### config.mk
export PLATFORM = sky130hd
export DESIGN_NAME = usb_crc_serial
export DESIGN_NICKNAME = d
export VERILOG_FILES = /design/src/rtl/usb_crc_serial.sv
export SDC_FILE = /design/constraint.sdc
export NUM_CORES = 1
export LEC_CHECK = 0
export BUFFER_PORTS_ARGS = -buffer_cell sky130_fd_sc_hd__buf_2
export CAP_MARGIN = 20
export CORE_UTILIZATION = 46
export DETAILED_ROUTE_END_ITERATION = 8
export PLACE_DENSITY = 0.76
export SYNTH_ARGS = -nofsm -noshare
export SYNTH_HDL_FRONTEND = slang
export SYNTH_SLANG_ARGS = --single-unit
### constraint.sdc
create_clock -name clk -period 5.2 [get_ports clk]
set_clock_uncertainty 0.2 [all_clocks]
set_input_delay 0.78 -clock clk [delete_from_list [all_inputs] [get_ports clk]]
set_output_delay 0.78 -clock clk [all_outputs]
set_load 0.02 [all_outputs]
### src/rtl/usb_crc_serial.sv
// Bit-serial USB CRC engine, parametrised for CRC5 (tokens) and CRC16 (data).
// Generate mode passes data through and then appends the inverted remainder
// MSB-first; check mode compares the remainder after the whole received
// stream (CRC included) against the fixed USB residual. All state advances
// only on the bit-time strobe so bit-stuffing stalls are absorbed.
module usb_crc_serial #(
    parameter int               WIDTH    = 5,
    parameter logic [WIDTH-1:0] POLY     = 5'b00101,
    parameter logic [WIDTH-1:0] INIT     = 5'b11111,
    parameter logic [WIDTH-1:0] RESIDUAL = 5'b01100
) (
    input  logic clk,
    input  logic rst_b,
    input  logic bit_en,
    input  logic bit_in,
    input  logic stream_begin,
    input  logic stream_done,
    input  logic check_mode,
    input  logic abort,
    output logic bit_out,
    output logic bit_out_valid,
    output logic sending_crc,
    output logic crc_done,
    output logic check_valid,
    output logic check_ok
);

    localparam int CW = $clog2(WIDTH);
    localparam logic [CW-1:0] CNT_TOP = CW'(WIDTH - 1);

    localparam logic [1:0] S_IDLE  = 2'd0;
    localparam logic [1:0] S_SHIFT = 2'd1;
    localparam logic [1:0] S_SEND  = 2'd2;

    logic [1:0]       r_state;
    logic [WIDTH-1:0] r_rem;
    logic [CW-1:0]    r_count;
    logic             r_mode;
    logic             r_crc_done;
    logic             r_check_valid;
    logic             r_check_ok;

    logic             w_fb;
    logic [WIDTH-1:0] w_next_rem;

    // One LFSR step of the remainder with the incoming serial bit.
    always_comb begin
        w_fb       = r_rem[WIDTH-1] ^ bit_in;
        w_next_rem = {r_rem[WIDTH-2:0], 1'b0} ^ (w_fb ? POLY : '0);
    end

    // Serial output mux: data passes straight through while shifting, the
    // inverted remainder is emitted MSB-first while sending.
    always_comb begin
        bit_out       = 1'b0;
        bit_out_valid = 1'b0;
        sending_crc   = 1'b0;
        case (r_state)
            S_SHIFT: begin
                bit_out       = bit_in;
                bit_out_valid = bit_en;
            end
            S_SEND: begin
                bit_out       = ~r_rem[r_count];
                bit_out_valid = bit_en;
                sending_crc   = 1'b1;
            end
            default: begin
                bit_out       = 1'b0;
                bit_out_valid = 1'b0;
            end
        endcase
    end

    // Main sequencer: abort wins over everything, pulses default low each cycle.
    always_ff @(posedge clk or negedge rst_b) begin
        if (!rst_b) begin
            r_state       <= S_IDLE;
            r_rem         <= INIT;
            r_count       <= CNT_TOP;
            r_mode        <= 1'b0;
            r_crc_done    <= 1'b0;
            r_check_valid <= 1'b0;
            r_check_ok    <= 1'b0;
        end else begin
            r_crc_done    <= 1'b0;
            r_check_valid <= 1'b0;
            if (abort) begin
                r_state <= S_IDLE;
                r_rem   <= INIT;
                r_count <= CNT_TOP;
            end else begin
                case (r_state)
                    S_IDLE: begin
                        if (stream_begin) begin
                            r_rem   <= INIT;
                            r_mode  <= check_mode;
                            r_state <= S_SHIFT;
                        end
                    end
                    S_SHIFT: begin
                        if (bit_en) begin
                            r_rem <= w_next_rem;
                            if (stream_done) begin
                                if (r_mode) begin
                                    r_check_valid <= 1'b1;
                                    r_check_ok    <= (w_next_rem == RESIDUAL);
                                    r_state       <= S_IDLE;
                                end else begin
                                    r_count <= CNT_TOP;
                                    r_state <= S_SEND;
                                end
                            end
                        end
                    end
                    S_SEND: begin
                        if (bit_en) begin
                            if (r_count == '0) begin
                                r_crc_done <= 1'b1;
                                r_count    <= CNT_TOP;
                                r_state    <= S_IDLE;
                            end else begin
                                r_count <= r_count - 1'b1;
                            end
                        end
                    end
                    default: begin
                        r_state <= S_IDLE;
                    end
                endcase
            end
        end
    end

    assign crc_done    = r_crc_done;
    assign check_valid = r_check_valid;
    assign check_ok    = r_check_ok;

endmodule
# Yosys cells after proc, flatten, opt, wreduce, memory -nomap -nowiden
# Cells that the tools add are included.
# W data, S select, Z words.
dict set report op_classes {
  n_eq_ne 9
  n_reduce_logical 10
  n_bitwise 4
  muxes 34
  n_lt_le_gt_ge 1
  add_sub_neg 1
}
# cell n
set op_table {}
lappend op_table {{$mux W3} 7}
lappend op_table {{$ne A3 B3 Y1 const B} 6}
lappend op_table {{$mux W5} 3}
lappend op_table {{$reduce_and A5 Y1} 3}
lappend op_table {{$mux W2} 7}
lappend op_table {{$mux W1} 12}
lappend op_table {{$pmux W5 S2} 1}
lappend op_table {{$pmux W2 S3} 1}
lappend op_table {{$pmux W3 S2} 1}
lappend op_table {{$reduce_and A3 Y1} 2}
lappend op_table {{$reduce_bool A3 Y1} 2}
lappend op_table {{$eq A5 B4 Y1 const B} 1}
lappend op_table {{$xor A5 B3 Y5} 1}
lappend op_table {{$lt A3 B4 Y1 const B} 1}
lappend op_table {{$bmux W1 S3} 1}
lappend op_table {{$logic_not A3 Y1} 1}
lappend op_table {{$sub A3 B1 Y3 const B} 1}
lappend op_table {{$eq A2 B1 Y1 const B} 1}
lappend op_table {{$eq A2 B2 Y1 const B} 1}
lappend op_table {{$logic_not A2 Y1} 1}
lappend op_table {{$not A1 Y1} 2}
lappend op_table {{$pmux W1 S2} 1}
lappend op_table {{$reduce_or A2 Y1} 1}
lappend op_table {{$xor A1 B1 Y1} 1}
dict set report word_totals {
  reg_bits 14
  output_inout_bits 6
}

# Longest topological paths before layout
# Gate-level depths: netlist (run 1).
dict set report logic_depth {
  ltp_word 6
  depth_mapped 6
  mapped_depth_nobuf 6
}

# Least setup slack after synthesis (run 1)
# OpenSTA, ideal clock, no wires.
dict set report synth_timing {
  path_type {reg2out}
  from {register r_state[0]}
  to {output bit_out}
  setup_slack_ns 2.769
  path_buffers 0
  required_ns 4.220
  stages_incl_launch_ff 6
  arrival_ns 1.451
  cell_sequence {dfrtp_1 inv_1 ha_1 o311ai_0 a311oi_1 a31o_2}
}
dict set report synth_via {
  elab_chain_len 2
  word_cells_on_any_way 3
}
# element line
set synth_lines {}
lappend synth_lines {{start, declared} 35} ;# logic [1:0] r_state;
lappend synth_lines {{start signal, assigned} 78} ;# r_state <= S_IDLE;
lappend synth_lines {{start signal, assigned} 89} ;# r_state <= S_IDLE;
lappend synth_lines {{start signal, assigned} 98} ;# r_state <= S_SHIFT;
lappend synth_lines {{$eq A2 B2 Y1 or $eq A2 B1 Y1 (tied branches)} 58} ;# case (r_state)
lappend synth_lines {{$pmux W1 S2 (*)} 58}
lappend synth_lines {{end, declared} 20} ;# output logic bit_out,
# Mark *: on every way between the ends. The rest lies on a longest branch, timed or not.

# Worst setup path in the final report (run 1)
# Ends and elaborated chain as after synthesis.

==> flow_metrics.py, run 1 <==
metrics = {
    "status": {
        "status": "finished clean",
    },
    "synthesis": {
        "synth_top_family_by_area": "simple AND/OR/NAND/NOR gates",
        "syn_inst": 83,
        "synthAdderAreaFrac_pct": 4.24,
        "synth_edf_count": 0,
        "synth-compound-area-share_pct": 15.7,
        "synthMuxAreaShare_pct": 14.6,
        "syn_area_sq_um": 885,
        "synth_nets": 94,
        "synthXorXnorAreaFrac_pct": 1.98,
        "synth_common_cells": "dfrtp_1 (8), nor2_1 (8), inv_1 (7)",
        "synth-seq-cells": 14,
        "synth.yosys.seq_area_share_pct": 40.5,
        "synth_top_cell_area_share_pct": 22.6,
        "ys_warn_count": 0,
        "ys_async_sr_fraction_pct": 100,
        "netlist_top_cells_area": "dfrtp_1 (23%), dfstp_2 (18%), mux2i_1 (5.7%)",
        "synth_top_area_cell": "dfrtp_1",
        "synth_cell_types": 37,
        "synth_area_per_cell_sq_um": 10.7,
        "synth-simple-area-share_pct": 17.1,
        "ys.flop_type": "dfrtp_1",
    },
    "place": {
        "dp_hpwl_um": 1300,
        "place_area_sq_um": 958,
        "numPortBuffers": 13,
        "routabilityCongestion": 0.821,
    },
    "floorplanning": {
        "initial_core_util_pct": 50.1,
        "chipWidth_um": 45.9,
        "rows": 15,
        "die_h_um": 45.9,
        "core_sq_mm": 0.00176,
        "ios": 14,
        "dieArea_sq_mm": 0.00210,
    },
    "cells_and_area": {
        "nets": 110,
        "areaGrowthSynthToFinish_pct": 12.4,
        "fillers": 169,
        "design_area_sq_um": 995,
        "diodes": 0,
        "drive_gt1_share_pct": 38.8,
    },
    "drt": {
        "ant_nets": 0,
        "drcViolationCount": 0,
        "vias_per_cell": 5.31,
        "initialDrtViolationCount": 6,
        "drtPass1Iterations": 4,
        "vias": 653,
        "drt-total-wl_um": 1680,
        "wl_per_cell_um": 13.6,
    },
    "clock_network": {
        "root_buffer": "clkbuf_4",
        "cts_setup_buffers": 0,
        "cts_hold_buf": 0,
        "htreeDepth": 1,
        "cts_tree": "done",
        "cts_buffers": 3,
        "post_cts_resized": 0,
        "clkSinkCount": 14,
        "worstSkewPairLatency_ns": 0.28,
        "cts_buffer_depth": 2,
        "clkTransAtPathRegs_ns": 0.08,
    },
    "power_and_ir_drop": {
        "peakVddDrop_mv": 0.204,
        "p_leak_nw": 0.455,
        "combPwrFrac_pct": 39.6,
        "clock_power_share_pct": 21.5,
        "powerDensity_mw_per_mm2": 364,
        "p_sw_mw": 0.129,
        "p_sw_share_pct": 35.6,
        "power_mw": 0.362,
        "p_int_mw": 0.233,
        "pwr-share-seq_pct": 38.9,
    },
    "worst_setup_path": {
        "cp_slowest_cell": "dfrtp_1",
        "crit_type": "reg -> out",
        "cp.arrival_ns": 1.89,
        "cp_max_fo": 8,
        "cp_cell_sequence": "inv_1 -> ha_1 -> o311ai_0 -> a311oi_1 -> a31o_2 -> buf_2",
        "crit_start": "r_state[0]",
        "r2r_start": "r_state[1]",
        "path_buf_inv": 2,
        "cpPeakStageDelay_ns": 0.39,
        "end_kind": "output pin",
        "cpLargestDelayFamily": "compound AO/OA/AOI/OAI gates",
        "cp_data_required_time_ns": 4.22,
        "worstSetupStartpointType": "register",
    },
    "timing": {
        "relSlewSlack_pct": 73.7,
        "min_period_ns": 2.87,
        "finalCritPeriodShare_pct": 55.2,
        "worst_pin_slew_ns": 0.390,
        "rsz0062_at_grt": "no",
        "setup_viol": 0,
        "setup_tns_ns": 0,
        "max_clock_freq_ghz": 0.348,
        "hold_ws_ns": 0.178,
        "slew_viol_final": 0,
        "hold_violations": 0,
    },
    "global_routing": {
        "antenna_found_initial": 0,
        "grt_max_degree": 15,
        "gr-usage-met2_pct": 30.1,
        "grt_use_met3_pct": 5.95,
        "grt.overflow.total": 0,
        "grt_pass1_wl_um": 2850,
        "top_usage_layer": "met2",
        "grt_pass1_vias": 627,
        "track_usage_pct": 19.2,
        "grtUsageMet1_pct": 24.6,
    },
    "run": {
        "maxCapViolations": 0,
    },
    "hold_path": {
        "hp-class": "in -> async",
    },
}
==> per-stage QoR <==
step / setup slack (ns) / std cells / utilization (%)
after global routing: 2.13 / 123 / 56.4
final: 2.33 / 123 / 56.4
after CTS: 2.35 / 123 / 56.4
after global placement: 2.79 / 119 / 54.3
after floorplan: 2.77 / 83 / -
after detailed placement: 2.68 / 119 / 54.3
==> placed cells by master (no fill, tap or decap), drive strengths merged, types with 2 or more instances in the layout <==
master,n
mux2,6
dfstp,6
buf,13
ha,3
nor2,9
nand2,5
dfrtp,8
nor2b,5
nor3,2
mux2i,5
inv,8
clkbuf,4
a21o,3
nand2b,2
a21oi,2
==> kinds of logic (layout without fill, tap and decap cells) <==
logic type               after synthesis  after routing
AND/OR/NAND/NOR                       29             29
AO/OA/AOI/OAI                         14             14
flip-flops                            14             14
multiplexers                          11             11
buffers and inverters                 10             25
adder cells (fa/ha/maj)                3              3
XOR/XNOR                               2              2
==> sequential cells by signal, indices dropped and copies added (netlist names) <==
| signal | count |
|---|---|
| r_mode | 1 |
| r_count | 3 |
| crc_done | 1 |
| r_rem | 5 |
| r_state | 2 |
| check_valid | 1 |
| check_ok | 1 |
==> worst register-to-register path, cell delays in order (launching register included) <==
cell	delay [ns]
dfrtp_1	0.42
inv_1	0.09
ha_1	0.29
nor2_1	0.24
o32ai_4	0.12
a211oi_2	0.22
mux2_4	0.32
==> power groups by stage <==
| stage | sequential [mW] | combinational (mW) | clock (mW) |
|---|---|---|---|
| after floorplan | 0.138 | 0.116 | 0 |
| after global routing | 0.143 | 0.155 | 0.0879 |
| after CTS | 0.141 | 0.144 | 0.0829 |
| final | 0.141 | 0.143 | 0.0780 |
| after global placement | 0.142 | 0.139 | 0 |
| after detailed placement | 0.143 | 0.143 | 0 |
==> worst paths after layout <==
check / end / slack, ns / cells after the start
min in group clk: r_rem[4] / 0.29 / 2
min reg2reg: r_rem[4] / 0.29 / 2
min: r_state[0] / 0.18 / 1
max reg2reg: r_state[1] / 3.20 / 6
max in group asynchronous: r_rem[4] / 4.33 / 1
max: bit_out / 2.33 / 6
==> metal layers <==
metal  routed length (um)  part of all wire, %
met1                  780                   46
met2                  788                   47
met3                   97                  5.8
met4                   12                 0.72
met5                    0                    0
==> layout make-up <==
type	count	area, sq um	area share, %
flip-flops and latches	14	358	36.0
repair buffers	13	65.1	6.54
clock buffers	4	36.3	3.65
inverters	8	30.0	3.02
well taps	25	31.3	3.14
multi-input cells	59	474	47.7
(Power assumes the default switching activity.)
==> run 2, diff against run 1 <==
--- a/config.mk
+++ b/config.mk
@@ -5,11 +5,12 @@
 export SDC_FILE = /design/constraint.sdc
 export NUM_CORES = 1
 export LEC_CHECK = 0
+export ABC_AREA = 1
 export BUFFER_PORTS_ARGS = -buffer_cell sky130_fd_sc_hd__buf_2
 export CAP_MARGIN = 20
 export CORE_UTILIZATION = 46
 export DETAILED_ROUTE_END_ITERATION = 8
-export PLACE_DENSITY = 0.76
+export PLACE_DENSITY = 0.78
 export SYNTH_ARGS = -nofsm -noshare
 export SYNTH_HDL_FRONTEND = slang
 export SYNTH_SLANG_ARGS = --single-unit
==> constraint.sdc (replaced) <==
create_clock -name clk -period 2.3 [get_ports clk]
set_clock_uncertainty 0.2 [all_clocks]
set_input_delay 0.345 -clock clk [delete_from_list [all_inputs] [get_ports clk]]
set_output_delay 0.345 -clock clk [all_outputs]
set_load 0.02 [all_outputs]
==> run 2 against run 1 <==
  * Worst hold slack worse by 0.11 ns
  * Worst setup slack worse by 2.2 ns
  * Critical path depth up 1
  * Count of clock-buffer cells in the layout unchanged
  * Design area up 4.7%
  * Via count up 23%
  * Sequential share of layout area down 1.6 points
  * Critical path type unchanged
  * Largest cell class unchanged
  * Largest power group is now registers
==> flow_metrics.py, run 2 <==
metrics = {
    "clock_network": {
        "htreeDepth": 1,
        "clkTransAtPathRegs_ns": 0.09,
        "clkSinkCount": 14,
        "worstSkewPairLatency_ns": 0.28,
        "cts_buffer_depth": 2,
        "cts_tree": "done",
        "root_buffer": "clkbuf_4",
        "cts_setup_buffers": 0,
        "cts_buffers": 3,
    },
    "timing": {
        "setup_tns_ns": 0,
        "slew_viol_final": 0,
        "rsz0062_at_grt": "no",
        "worst_pin_slew_ns": 0.454,
        "finalCritPeriodShare_pct": 93.7,
        "relSlewSlack_pct": 69.6,
        "setup_viol": 0,
        "hold_ws_ns": 0.0730,
        "min_period_ns": 2.16,
        "hold_violations": 0,
        "max_clock_freq_ghz": 0.464,
        "setup_slack_ns": 0.144,
    },
    "worst_setup_path": {
        "reg2reg_slack_ns": 0.59,
        "cp_slowest_cell": "dfrtp_1",
        "end_kind": "output pin",
        "cp_max_fo": 5,
        "r2r_start": "r_state[1]",
        "rr_endpoint": "r_count[0]",
        "cp_data_required_time_ns": 1.75,
        "cp_cell_sequence": "inv_1 -> ha_2 -> inv_1 -> a31oi_1 -> nand2_1 -> a21oi_1 -> buf_2",
        "cpPeakStageDelay_ns": 0.42,
        "cp.arrival_ns": 1.61,
        "crit_type": "reg -> out",
        "worstSetupStartpointType": "register",
        "reg2reg_depth": 8,
        "crit_start": "r_state[0]",
        "path_common_cell": "inv_1",
    },
    "power_and_ir_drop": {
        "peakVddDrop_mv": 0.480,
        "pwr-share-seq_pct": 44.0,
        "p_sw_mw": 0.308,
        "p_int_mw": 0.517,
        "powerDensity_mw_per_mm2": 793,
        "clock_power_share_pct": 21.5,
        "p_leak_nw": 0.531,
        "combPwrFrac_pct": 34.4,
        "p_sw_share_pct": 37.4,
    },
    "cells_and_area": {
        "diodes": 0,
        "seqCellArea_sq_um": 358,
        "largestRegisters": "r_rem (5), r_count (3), r_state (2)",
        "drive_gt1_share_pct": 30.2,
        "fillers": 148,
        "final_common_cell": "nand2_1",
        "areaGrowthSynthToFinish_pct": 14.8,
        "top_register": "r_rem",
        "largest_reg_flops": 5,
        "nets": 151,
        "design_area_sq_mm": 0.00104,
        "layout_common_cells": "nand2_1 (33), inv_1 (16), nor2_1 (13), buf_2 (13)",
        "multi_input_area_sq_um": 453,
    },
    "place": {
        "place_area_sq_um": 992,
        "dp_hpwl_um": 1370,
        "numPortBuffers": 13,
        "routabilityCongestion": 0.871,
        "pre_cts_ws_ns": 0.469,
    },
    "synthesis": {
        "synth-seq-cells": 14,
        "synthXorXnorAreaFrac_pct": 0,
        "synth_top_family_by_area": "simple AND/OR/NAND/NOR gates",
        "syn_inst": 122,
        "synth_top_cell_area_share_pct": 22.1,
        "synth.most_common_cell": "nand2_1",
        "synth_nets": 133,
        "synth-simple-area-share_pct": 33.4,
        "synth.yosys.seq_area_share_pct": 39.4,
        "synth-compound-area-share_pct": 10.9,
        "synth_area_per_cell_sq_um": 7.44,
        "netlist_top_cells_area": "dfrtp_1 (22%), dfstp_2 (17%), nand2_1 (14%)",
        "ys.flop_type": "dfrtp_1",
        "synth_cell_types": 25,
        "synth_common_cells": "nand2_1 (33), inv_1 (16), nor2_1 (13)",
        "synth_top_area_cell": "dfrtp_1",
        "ys_warn_count": 0,
        "synth_edf_count": 0,
        "ys_async_sr_fraction_pct": 100,
        "syn_area_sq_um": 907,
        "synthMuxAreaShare_pct": 1.24,
        "synthAdderAreaFrac_pct": 4.14,
    },
    "floorplanning": {
        "dieArea_sq_mm": 0.00215,
        "chipWidth_um": 46.4,
        "ios": 14,
        "core_sq_mm": 0.00178,
        "rows": 15,
        "die_h_um": 46.4,
        "initial_core_util_pct": 50.9,
    },
    "global_routing": {
        "track_usage_pct": 20.0,
        "grt_pass1_wl_um": 3020,
        "grt_max_degree": 15,
        "antenna_found_initial": 0,
        "grt_pass1_vias": 718,
        "grt.overflow.total": 0,
    },
    "drt": {
        "wl_per_cell_um": 10.8,
        "drt-total-wl_um": 1770,
        "drtPass1Iterations": 5,
        "initialDrtViolationCount": 32,
        "ant_nets": 0,
        "vias_per_cell": 4.90,
        "drcViolationCount": 0,
        "vias": 804,
    },
    "hold_path": {
        "hp-class": "in -> reg",
        "min-delay-start": "check_mode",
        "hold_depth": 2,
        "min_to": "r_mode",
    },
    "status": {
        "status": "finished clean",
    },
    "run": {
        "maxCapViolations": 0,
    },
}
## run 2: cell types whose count changed after synthesis, moves of 3 or more
cell / before / now
nand3_1: 1 / 5
mux2_2: 3 / 0
nand2_2: 0 / 3
a21o_1: 3 / 0
nor2b_1: 4 / 0
nor2_1: 8 / 13
inv_2: 1 / 5
mux2i_1: 5 / 0
nand2_1: 5 / 33
mux2_4: 3 / 0
o21ai_1: 0 / 8
inv_1: 7 / 16
## run 2: stage by stage
step	std cells	total power [mW]	utilization, %
floorplan	122	0.573	-
global placement	159	0.638	55.6
detailed placement	159	0.646	55.6
CTS	164	0.830	58.2
global route	164	0.891	58.4
finish	164	0.825	58.4
## run 2: timing repair
| item | CTS | global route |
|---|---|---|
| resized for setup | 0 | 1 |
| hold endpoints to repair | 8 | 0 |
| hold buffers | 1 | 0 |
| endpoints found under the setup margin | 0 | 1 |
## run 2: worst max path at each step
stage,cells past startpoint,slack [ns],end
after global routing,7,0.02,bit_out
after detailed placement,7,0.47,bit_out
final,7,0.14,bit_out
after CTS,7,0.12,bit_out
after global placement,7,0.51,bit_out
after floorplan,6,0.34,bit_out
## run 2: metal layers
layer	track usage (%)	vias to the layer above	routed length [um]
met4	8.24	0	24
met2	29.2	33	758
li1	-	412	-
met3	2.35	4	110
met1	29.3	355	878
met5	0	-	0
## run 2: cell type report
cell class                      instances  share of cell area [%]
Inverter                               22                    8.41
Tap cell                               25                    3.00
Sequential cell                        14                    34.4
Clock buffer                            4                    3.49
Timing Repair Buffer                   14                    7.21
Multi-Input combinational cell         85                    43.5
## run 2: critical path: cells and delay by family (launching register included)
family	cells	cell delay, ns
DFF	1	0.42
buffers and inverters	3	0.34
AOI/OAI and AO/OA	2	0.25
adders and majority gates	1	0.24
and+or+nand+nor	1	0.08
## run 2: cell families (layout without fill, tap and decap cells)
group | after synthesis | count (layout)
and+or+nand+nor | 66 | 66
muxes | 1 | 1
buffers and inverters | 23 | 40
AOI/OAI and AO/OA | 15 | 15
DFF | 14 | 14
adders and majority gates | 3 | 3
## run 2: power groups by stage
stage	registers [mW]	clock network [mW]	logic (mW)
4_1_cts	0.363	0.184	0.283
6_report	0.363	0.178	0.284
3_3_place_gp	0.365	0	0.273
3_5_place_dp	0.365	0	0.281
5_1_grt	0.371	0.195	0.325
2_1_floorplan	0.366	0	0.207
==> run 3, diff against run 2 <==
--- a/config.mk
+++ b/config.mk
@@ -5,12 +5,11 @@
 export SDC_FILE = /design/constraint.sdc
 export NUM_CORES = 1
 export LEC_CHECK = 0
-export ABC_AREA = 1
 export BUFFER_PORTS_ARGS = -buffer_cell sky130_fd_sc_hd__buf_2
 export CAP_MARGIN = 20
 export CORE_UTILIZATION = 46
 export DETAILED_ROUTE_END_ITERATION = 8
-export PLACE_DENSITY = 0.78
+export PLACE_DENSITY = 0.79
 export SYNTH_ARGS = -nofsm -noshare
 export SYNTH_HDL_FRONTEND = slang
 export SYNTH_SLANG_ARGS = --single-unit
==> run 3 against run 2 <==
  * Worst setup slack got worse by 0.054 ns
  * Total power rose by 5.4%
  * Critical path depth fell by 2
  * Global-route usage fell by 0.23 points
  * Critical path type unchanged
  * Clock power barely moved
==> flow_metrics.py, run 3 (synthesis results as in run 1) <==
metrics = {
    "status": {
        "status": "finished clean",
    },
    "clock_network": {
        "clkTransAtPathRegs_ns": 0.09,
        "cts_tree": "done",
        "htreeDepth": 1,
        "cts_buffer_depth": 2,
        "root_buffer": "clkbuf_4",
        "worstSkewPairLatency_ns": 0.28,
        "cts_buffers": 3,
        "clkSinkCount": 14,
    },
    "floorplanning": {
        "dieArea_sq_mm": 0.00210,
        "chipWidth_um": 45.9,
        "rows": 15,
        "core_sq_mm": 0.00176,
        "ios": 14,
        "die_h_um": 45.9,
        "initial_core_util_pct": 50.1,
    },
    "cells_and_area": {
        "areaGrowthSynthToFinish_pct": 18.2,
        "fillers": 159,
        "largestRegisters": "r_rem (5), r_count (3), r_state (2)",
        "multi_input_area_sq_um": 499,
        "diodes": 0,
        "largest_reg_flops": 5,
        "seqCellArea_sq_um": 359,
        "top_register": "r_rem",
        "nets": 113,
        "final_common_cell": "buf_2",
        "drive_gt1_share_pct": 43.6,
        "layout_common_cells": "buf_2 (13), nor2_1 (8), dfrtp_1 (7)",
    },
    "timing": {
        "setup_viol": 0,
        "setup_tns_ns": 0,
        "slew_viol_final": 0,
        "hold_violations": 0,
        "rsz0062_at_grt": "no",
        "hold_ws_ns": 0.0865,
        "finalCritPeriodShare_pct": 96.1,
        "max_clock_freq_ghz": 0.453,
        "setup_slack_ns": 0.0903,
        "min_period_ns": 2.21,
        "worst_pin_slew_ns": 0.352,
        "relSlewSlack_pct": 76.5,
    },
    "global_routing": {
        "grt_max_degree": 15,
        "grt_pass1_vias": 636,
        "grt.overflow.total": 0,
        "track_usage_pct": 19.7,
        "antenna_found_initial": 0,
        "grt_pass1_wl_um": 2850,
    },
    "drt": {
        "drtPass1Iterations": 4,
        "drcViolationCount": 0,
        "vias": 677,
        "drt-total-wl_um": 1700,
        "initialDrtViolationCount": 14,
        "ant_nets": 0,
        "vias_per_cell": 5.37,
        "wl_per_cell_um": 13.5,
    },
    "worst_setup_path": {
        "cp_cell_sequence": "mux2i_1 -> o311ai_0 -> a311oi_1 -> a31o_2 -> buf_2",
        "worstSetupStartpointType": "register",
        "cp_slowest_cell": "dfstp_2",
        "cpLargestDelayFamily": "compound AO/OA/AOI/OAI gates",
        "path_buf_inv": 1,
        "cp.arrival_ns": 1.66,
        "cp_max_fo": 4,
        "end_kind": "output pin",
        "crit_type": "reg -> out",
        "cp_data_required_time_ns": 1.75,
        "cpPeakStageDelay_ns": 0.57,
    },
    "hold_path": {
        "hp-class": "in -> reg",
    },
    "power_and_ir_drop": {
        "p_leak_nw": 0.469,
        "peakVddDrop_mv": 0.508,
        "powerDensity_mw_per_mm2": 831,
    },
    "place": {
        "routabilityCongestion": 0.826,
        "pre_cts_ws_ns": 0.251,
        "dp_hpwl_um": 1250,
        "numPortBuffers": 13,
    },
    "run": {
        "maxCapViolations": 0,
    },
}
run 3: changes by cell type in the layout (fill, tap and decap cells not counted), sizes merged, moves of 4 or more:
cell   previous run  this run
mux2i             0         5
nor2             18         9
inv              21         8
mux2              1         6
nand2            36         5
o21ai            10         1
nand3             5         1
nor2b             0         5
run 3: layer usage:
layer,part of all wire [%],global-route usage [%],up-vias
met5,0,0,-
met4,2.2,11.8,0
met3,4.9,3.57,4
met2,45,27.9,25
met1,48,27.7,323
li1,-,-,325
run 3: where the power goes:
| group | leakage [nW] | switching, mW | total [mW] | internal [mW] |
|---|---|---|---|---|
| combinational | 0.278 | 0.194 | 0.370 | 0.176 |
| sequential | 0.170 | 0.0323 | 0.318 | 0.286 |
| clock | 0.0210 | 0.0846 | 0.181 | 0.0964 |
| total | 0.469 | 0.311 | 0.870 | 0.558 |
run 3: what timing repair did:
action	4_1_cts	5_1_grt
setup endpoints to repair	1	1
pin swaps	0	1
setup buffers	2	0
gates resized for setup	4	1
cloned	0	0
endpoints found under the hold margin	8	0
hold buffers	1	0
run 3: worst reg2reg max path, delay by kind of cell (launching register included):
kind	cells	cell delay [ns]
flip-flops	1	0.40
AO/OA/AOI/OAI	2	0.34
buffers and inverters	1	0.12
adder cells (fa/ha/maj)	1	0.32
AND/OR/NAND/NOR	1	0.13
multiplexers	1	0.30
run 3: per-stage QoR:
step           instance area, sq um  cells  power [mW]  utilization (%)
6_report                       1050    126       0.870             59.3
4_1_cts                        1040    126       0.874             59.2
3_5_place_dp                    958    119       0.643             54.3
2_1_floorplan                   885     83       0.573                -
3_3_place_gp                    958    119       0.632             54.3
5_1_grt                        1050    126       0.931             59.3
run 3: final cells by class:
| class | count | area share [%] |
|---|---|---|
| timing repair buffer | 16 | 8.61 |
| clock buffer | 4 | 3.47 |
| sequential | 14 | 34.3 |
| inverter | 8 | 2.87 |
| tap | 25 | 2.99 |
| multi-input combinational | 59 | 47.7 |
run 3: final timing paths:
check / from / end / slack [ns] / depth (start not counted)
worst min-delay path: check_mode / r_mode / 0.09 / 2
max in group asynchronous: rst_b / r_rem[1] / 1.33 / 2
min in group asynchronous: rst_b / r_count[0] / 0.27 / 2
worst max register to register: r_state[1] / r_state[1] / 0.39 / 6
worst min register to register: r_rem[4] / r_rem[4] / 0.30 / 2
worst max-delay path: r_rem[2] / bit_out / 0.09 / 5
